**config.mk**
```make
export PLATFORM = sky130hd
export DESIGN_NAME = uart_rx
export DESIGN_NICKNAME = d
export VERILOG_FILES = /design/src/rtl/uart_rx.sv
export SDC_FILE = /design/constraint.sdc
export NUM_CORES = 1
export LEC_CHECK = 0
export BUFFER_PORTS_ARGS = -buffer_cell sky130_fd_sc_hd__clkbuf_2
export CAP_MARGIN = 20
export CORE_UTILIZATION = 62
export DETAILED_ROUTE_END_ITERATION = 8
export PLACE_DENSITY = 0.82
export SYNTH_ARGS = -nofsm -noshare
export SYNTH_HDL_FRONTEND = slang
export SYNTH_SLANG_ARGS = --single-unit
```
**constraint.sdc**
```tcl
create_clock -name clk -period 3.3 [get_ports clk]
set_clock_uncertainty 0.1 [all_clocks]
set_input_delay 0.99 -clock clk [delete_from_list [all_inputs] [get_ports clk]]
set_output_delay 0.99 -clock clk [all_outputs]
set_load 0.01 [all_outputs]
```
**src/rtl/uart_rx.sv**
```systemverilog
// 8-N-1 UART receiver with 2-flop input synchroniser and centre sampling.
// Define UART_RX_PARITY_EN for 8-E-1 framing with a parity_err output.
module uart_rx #(
    parameter int unsigned CLKS_PER_BIT = 5208
) (
    input  logic       clk,
    input  logic       reset,
    input  logic       rx,
    output logic [7:0] data,
    output logic       valid,
    output logic       frame_err,
`ifdef UART_RX_PARITY_EN
    output logic       parity_err,
`endif
    output logic       busy
);

    localparam int unsigned HALF = CLKS_PER_BIT / 2;
    localparam int unsigned CW   = $clog2(CLKS_PER_BIT);
    localparam logic [CW-1:0] HALF_LAST = CW'(HALF - 1);
    localparam logic [CW-1:0] BIT_LAST  = CW'(CLKS_PER_BIT - 1);

    typedef enum logic [2:0] {
        ST_IDLE,
        ST_START,
        ST_DATA,
`ifdef UART_RX_PARITY_EN
        ST_PARITY,
`endif
        ST_STOP,
        ST_BREAK
    } state_t;

    state_t        state;
    logic          rx_meta;
    logic          rxs;
    logic [CW-1:0] cnt;
    logic [2:0]    bit_idx;
    logic [7:0]    shift;
`ifdef UART_RX_PARITY_EN
    logic          par_bad;
`endif

    always_ff @(posedge clk) begin
        if (reset) begin
            rx_meta <= 1'b1;
            rxs     <= 1'b1;
        end else begin
            rx_meta <= rx;
            rxs     <= rx_meta;
        end
    end

    assign busy = (state != ST_IDLE);

    always_ff @(posedge clk) begin
        if (reset) begin
            state      <= ST_IDLE;
            cnt        <= '0;
            bit_idx    <= '0;
            shift      <= '0;
            data       <= '0;
            valid      <= 1'b0;
            frame_err  <= 1'b0;
`ifdef UART_RX_PARITY_EN
            parity_err <= 1'b0;
            par_bad    <= 1'b0;
`endif
        end else begin
            valid      <= 1'b0;
            frame_err  <= 1'b0;
`ifdef UART_RX_PARITY_EN
            parity_err <= 1'b0;
`endif
            case (state)
                ST_IDLE: begin
                    cnt <= '0;
                    if (!rxs)
                        state <= ST_START;
                end
                ST_START: begin
                    if (cnt == HALF_LAST) begin
                        cnt     <= '0;
                        bit_idx <= '0;
`ifdef UART_RX_PARITY_EN
                        par_bad <= 1'b0;
`endif
                        state   <= rxs ? ST_IDLE : ST_DATA;
                    end else begin
                        cnt <= cnt + 1'b1;
                    end
                end
                ST_DATA: begin
                    if (cnt == BIT_LAST) begin
                        cnt     <= '0;
                        shift   <= {rxs, shift[7:1]};
                        bit_idx <= bit_idx + 1'b1;
                        if (bit_idx == 3'd7) begin
`ifdef UART_RX_PARITY_EN
                            state <= ST_PARITY;
`else
                            state <= ST_STOP;
`endif
                        end
                    end else begin
                        cnt <= cnt + 1'b1;
                    end
                end
`ifdef UART_RX_PARITY_EN
                ST_PARITY: begin
                    if (cnt == BIT_LAST) begin
                        cnt     <= '0;
                        // even parity: data plus parity bit must hold an even count of ones
                        par_bad <= ^{shift, rxs};
                        state   <= ST_STOP;
                    end else begin
                        cnt <= cnt + 1'b1;
                    end
                end
`endif
                ST_STOP: begin
                    if (cnt == BIT_LAST) begin
                        cnt <= '0;
                        if (!rxs) begin
                            frame_err <= 1'b1;
                            state     <= ST_BREAK;
                        end else begin
                            state <= ST_IDLE;
`ifdef UART_RX_PARITY_EN
                            if (par_bad) begin
                                parity_err <= 1'b1;
                            end else begin
                                data  <= shift;
                                valid <= 1'b1;
                            end
`else
                            data  <= shift;
                            valid <= 1'b1;
`endif
                        end
                    end else begin
                        cnt <= cnt + 1'b1;
                    end
                end
                ST_BREAK: begin
                    // a line held low must go high before another start can be seen
                    cnt <= '0;
                    if (rxs)
                        state <= ST_IDLE;
                end
                default: begin
                    cnt   <= '0;
                    state <= ST_IDLE;
                end
            endcase
        end
    end

endmodule

```
# == After elaboration in Yosys (flattened, before gate mapping) ==
# Cells that the tools add are included.
# W data, S select, Z words.
# totals
ff_bits,39
input_bits,3
output_inout_bits,11
# classes
add_sub_neg,2
n_eq_ne,13
n_mux,17
bitwise,2
n_reduce_logical,9
# op_table
op,n
$mux W3,9
$mux W13,2
$pmux W13 S2,1
$pmux W3 S5,1
$add A13 B1 Y13 const B,1
$eq A13 B12 Y1 const B,1
$eq A13 B13 Y1 const B,1
$ne A2 B2 Y1 const B,6
$eq A3 B2 Y1 const B,2
$eq A3 B3 Y1 const B,2
$pmux W3 S2,1
$reduce_and A3 Y1,2
$reduce_and A6 Y1,1
$add A3 B1 Y3 const B,1
$eq A3 B1 Y1 const B,1
$logic_not A3 Y1,1
$reduce_bool A3 Y1,1
$reduce_or A3 Y1,1
$mux W1,2
$mux W2,1
$not A1 Y1,2
$reduce_and A2 Y1,1
$reduce_bool A2 Y1,1
$reduce_or A2 Y1,1

# == Depth between registers and ports, before layout ==
# logic_depth
depth_word,4
depth_mapped,6
ltp_nobuf,5

# == Worst setup path before layout ==
# OpenSTA, ideal clock, no wires.
# synth_timing
path_type,register -> output
from,register state[0]
to,output port busy
t_arrival_ps,836
required_time_ps,2210
path_slack_ps,1374
path_stages_with_launch,3
n_path_buf,1
path_cell_list,dfxtp_1 clkbuf_1 or3_1
# synth_via
elab_chain_len,1
# synth_lines
element,line_no,text
"start, declared",34,state_t state;
"start signal, assigned",88,state <= rxs ? ST_IDLE : ST_DATA;
$reduce_bool A3 Y1,54,assign busy = (state != ST_IDLE);
"end, declared",15,output logic busy
# No other way between the ends.

# == Final worst setup path ==
# Ends and elaborated chain as after synthesis.

==> impl_metrics.json <==
{
  "synth_edf_count": 0,
  "multiInputGateArea_um2": 870.8,
  "fillers": 206,
  "grt_max_degree": 31,
  "reg2reg_from": "cnt[0]$_SDFF_PP0_",
  "status": "completed",
  "drive_gt1_share_pct": 15.66,
  "syn_area_um2": 1703,
  "drt-pass1-iter-count": 4,
  "min_path_type": "flop to flop",
  "ff_latch_area_um2": 780.7,
  "rsz0062_at_grt": "false",
  "grt_util_all_layers_pct": 25.77,
  "setup-tns-final_ps": 0,
  "p_total_w": 0.0008218,
  "start_util_pct": 66.91,
  "ys_warn_count": 0,
  "seq_power_share_pct": 57.9,
  "antenna_cells": 0,
  "finalHoldViolCount": 0,
  "holdBufCountCts": 0,
  "p_sw_w": 0.0001820,
  "grt_pass1_wl_um": 5230,
  "antenna_found_initial": 0,
  "crit_family": "flip-flops",
  "core_um2": 2545,
  "cts-root-buf": "clkbuf_4",
  "worst_slew_pin_slew_ps": 777.3,
  "switching_share_pct": 22.15,
  "cts_buffer_depth": 2,
  "clkPwrFrac_pct": 40.4,
  "internal-power_w": 0.0006398,
  "grt_pass1_vias": 1183,
  "io_buffers": 13,
  "power_density_nw_per_um2": 439.0,
  "clkSinkCount": 39,
  "cp-startpoint": "state[0]$_SDFFE_PP0P_",
  "post_cts.repair.setup_buffers": 0,
  "cpMaxStageDelayCell": "dfxtp_1",
  "r2r.worst_path.cells": 5,
  "via_per_inst": 5.956,
  "cts_tree": "yes",
  "die_area_um2": 2960,
  "cp.depth": 2,
  "cts_resized": 0,
  "path_class": "flop to primary output",
  "grt-ovfl-total": 0,
  "post-route-period-util_pct": 71.45,
  "synth-seq-cells": 39,
  "rr_endpoint": "data[0]$_SDFFE_PP0P_",
  "power_frac_comb_pct": 1.7,
  "placed_area_um2": 1788,
  "drc": 0,
  "nets": 203,
  "ios": 14,
  "worstPathRequired_ps": 2210,
  "syn_inst": 183,
  "final_antenna_net_count": 0,
  "syn_nets": 189,
  "slew_violations": 0,
  "cp.arrival_ps": 1270,
  "power.leakage_nw": 0.6123,
  "path_clk_slew_ps": 120,
  "relSlewSlack_pct": 47.79,
  "start_kind": "flop",
  "max-cap-violations": 0,
  "wl_per_cell_um": 14.11,
  "num_vias": 1358,
  "finalInstanceArea_um2": 1872,
  "cp_max_fo": 9,
  "drt_first_iter_violations": 33,
  "crit_end": "busy",
  "worst_path_largest_cell_delay_ps": 400,
  "path_cells": "or3_1 -> clkbuf_2",
  "r2r_setup_slack_ps": 1140,
  "clk_latency_ps": 370,
  "fmax_mhz": 424.1,
  "area_growth_pct": 9.919,
  "peakVddDrop_v": 0.0003932,
  "postSynth.asyncResetShare_pct": 0,
  "synth_cell_types": 33,
  "synth_ff_type": "dfxtp_1",
  "worst-path-buf-inv": 1,
  "numCtsBuffers": 5,
  "die_w_um": 54.41,
  "num_rows": 18,
  "die_y_um": 54.41,
  "dp_hpwl_um": 2258,
  "routed_wl_um": 3216,
  "gp_congestion": 0.8174,
  "htreeDepth": 2,
  "finalSetupViolations": 0,
  "ys_seq_area_share_pct": 45.85,
  "end_kind": "primary output",
  "avgSynthCellArea_um2": 9.305,
  "min_period_ps": 2358
}
[state kept, by name (all words and copies together) (netlist names)]
name	count
data	8
bit_idx	3
shift	8
state	3
frame_err	1
valid	1
rxs	1
cnt	13
rx_meta	1
[metrics by stage]
stage | util, % | std cells | hold WS, ps | worst slack, ps
floorplan | - | 183 | 289.5 | 1374
global placement | 70.26 | 220 | 297.9 | 1087
detailed placement | 70.26 | 220 | 301.2 | 1052
CTS | 73.55 | 228 | 334.2 | 931.9
global route | 73.55 | 228 | 352.8 | 844.3
finish | 73.55 | 228 | 329.4 | 942.3
[cell type report]
type / instances / area share [%]
timing repair buffer: 16 / 4.679
sequential: 39 / 41.71
clock inverter: 3 / 2.473
inverter: 3 / 0.6016
multi-input combinational: 132 / 46.52
clock buffer: 5 / 2.005
tap: 30 / 2.005
[how the worst min path moves through the flow]
stage	from	end	cells past startpoint	slack (ps)
2_1_floorplan	rx_meta$_SDFF_PP1_	rxs$_SDFF_PP1_	1	290
3_5_place_dp	rx_meta$_SDFF_PP1_	rxs$_SDFF_PP1_	1	300
6_report	rx_meta$_SDFF_PP1_	rxs$_SDFF_PP1_	1	330
5_1_grt	rx_meta$_SDFF_PP1_	rxs$_SDFF_PP1_	1	350
4_1_cts	rx_meta$_SDFF_PP1_	rxs$_SDFF_PP1_	1	330
3_3_place_gp	rx_meta$_SDFF_PP1_	rxs$_SDFF_PP1_	1	300
[synth_stat cells, types with 2 or more instances]
| library cell | instances | area (µm²) |
|---|---|---|
| a21o_1 | 2 | 15.01 |
| a21oi_1 | 12 | 60.06 |
| a2bb2oi_1 | 2 | 17.52 |
| buf_2 | 2 | 10.01 |
| clkbuf_1 | 6 | 22.52 |
| dfxtp_1 | 39 | 780.8 |
| ha_1 | 3 | 37.54 |
| inv_1 | 3 | 11.26 |
| mux2i_1 | 9 | 90.09 |
| nand2_1 | 11 | 41.29 |
| nand3_1 | 18 | 90.09 |
| nand4_1 | 5 | 31.28 |
| nand4bb_2 | 2 | 32.53 |
| nor2_1 | 24 | 90.09 |
| nor3_1 | 6 | 30.03 |
| nor3b_1 | 4 | 30.03 |
| nor4_1 | 2 | 12.51 |
| nor4b_1 | 2 | 17.52 |
| nor4bb_1 | 5 | 50.05 |
| or2_0 | 3 | 18.77 |
| or2_2 | 2 | 12.51 |
| xnor2_1 | 9 | 78.83 |
| xor2_1 | 2 | 17.52 |
[layout by cell type, fill, tap and decap left out, types with 2 or more instances in the layout]
cell       Yosys  layout
a21o_1         2       2
a21oi_1       12      12
a2bb2oi_1      2       2
buf_4          1       3
clkbuf_2       0      13
clkbuf_4       0       5
dfxtp_1       39      39
ha_1           3       3
inv_1          3       3
mux2i_1        9       9
nand2_1       11      11
nand3_1       18      18
nand4_1        5       5
nand4bb_2      2       2
nor2_1        24      24
nor3_1         6       6
nor3b_1        4       4
nor4_1         2       2
nor4b_1        2       2
nor4bb_1       5       5
or2_0          3       3
or2_2          2       2
xnor2_1        9       9
xor2_1         2       2
[per-layer routing]
layer	vias up	routed length (µm)	track usage, %
met1	649	1520	31.45
met3	8	110	8.333
met2	27	1515	41.67
met5	-	0	0
li1	674	-	-
met4	0	70	10.26
[power by group through the flow]
stage,combinational (W),clock [W],sequential [W]
floorplan,0.0000118,0,0.000484
global placement,0.0000135,0,0.000486
detailed placement,0.0000140,0,0.000486
CTS,0.0000141,0.000336,0.000476
global route,0.0000157,0.000359,0.000476
finish,0.0000140,0.000332,0.000476
[logic make-up (layout without fill, tap and decap cells)]
logic type	count (synthesis)	in the layout	share of synthesized area, %
muxes	9	9	5.290
AOI/OAI and AO/OA	17	17	5.731
adders and majority gates	3	3	2.204
and+or+nand+nor	92	92	32.26
buffers and inverters	12	27	3.013
xor gates and xnor gates	11	11	5.658
DFF	39	39	45.85
(Power assumes the default switching activity.)
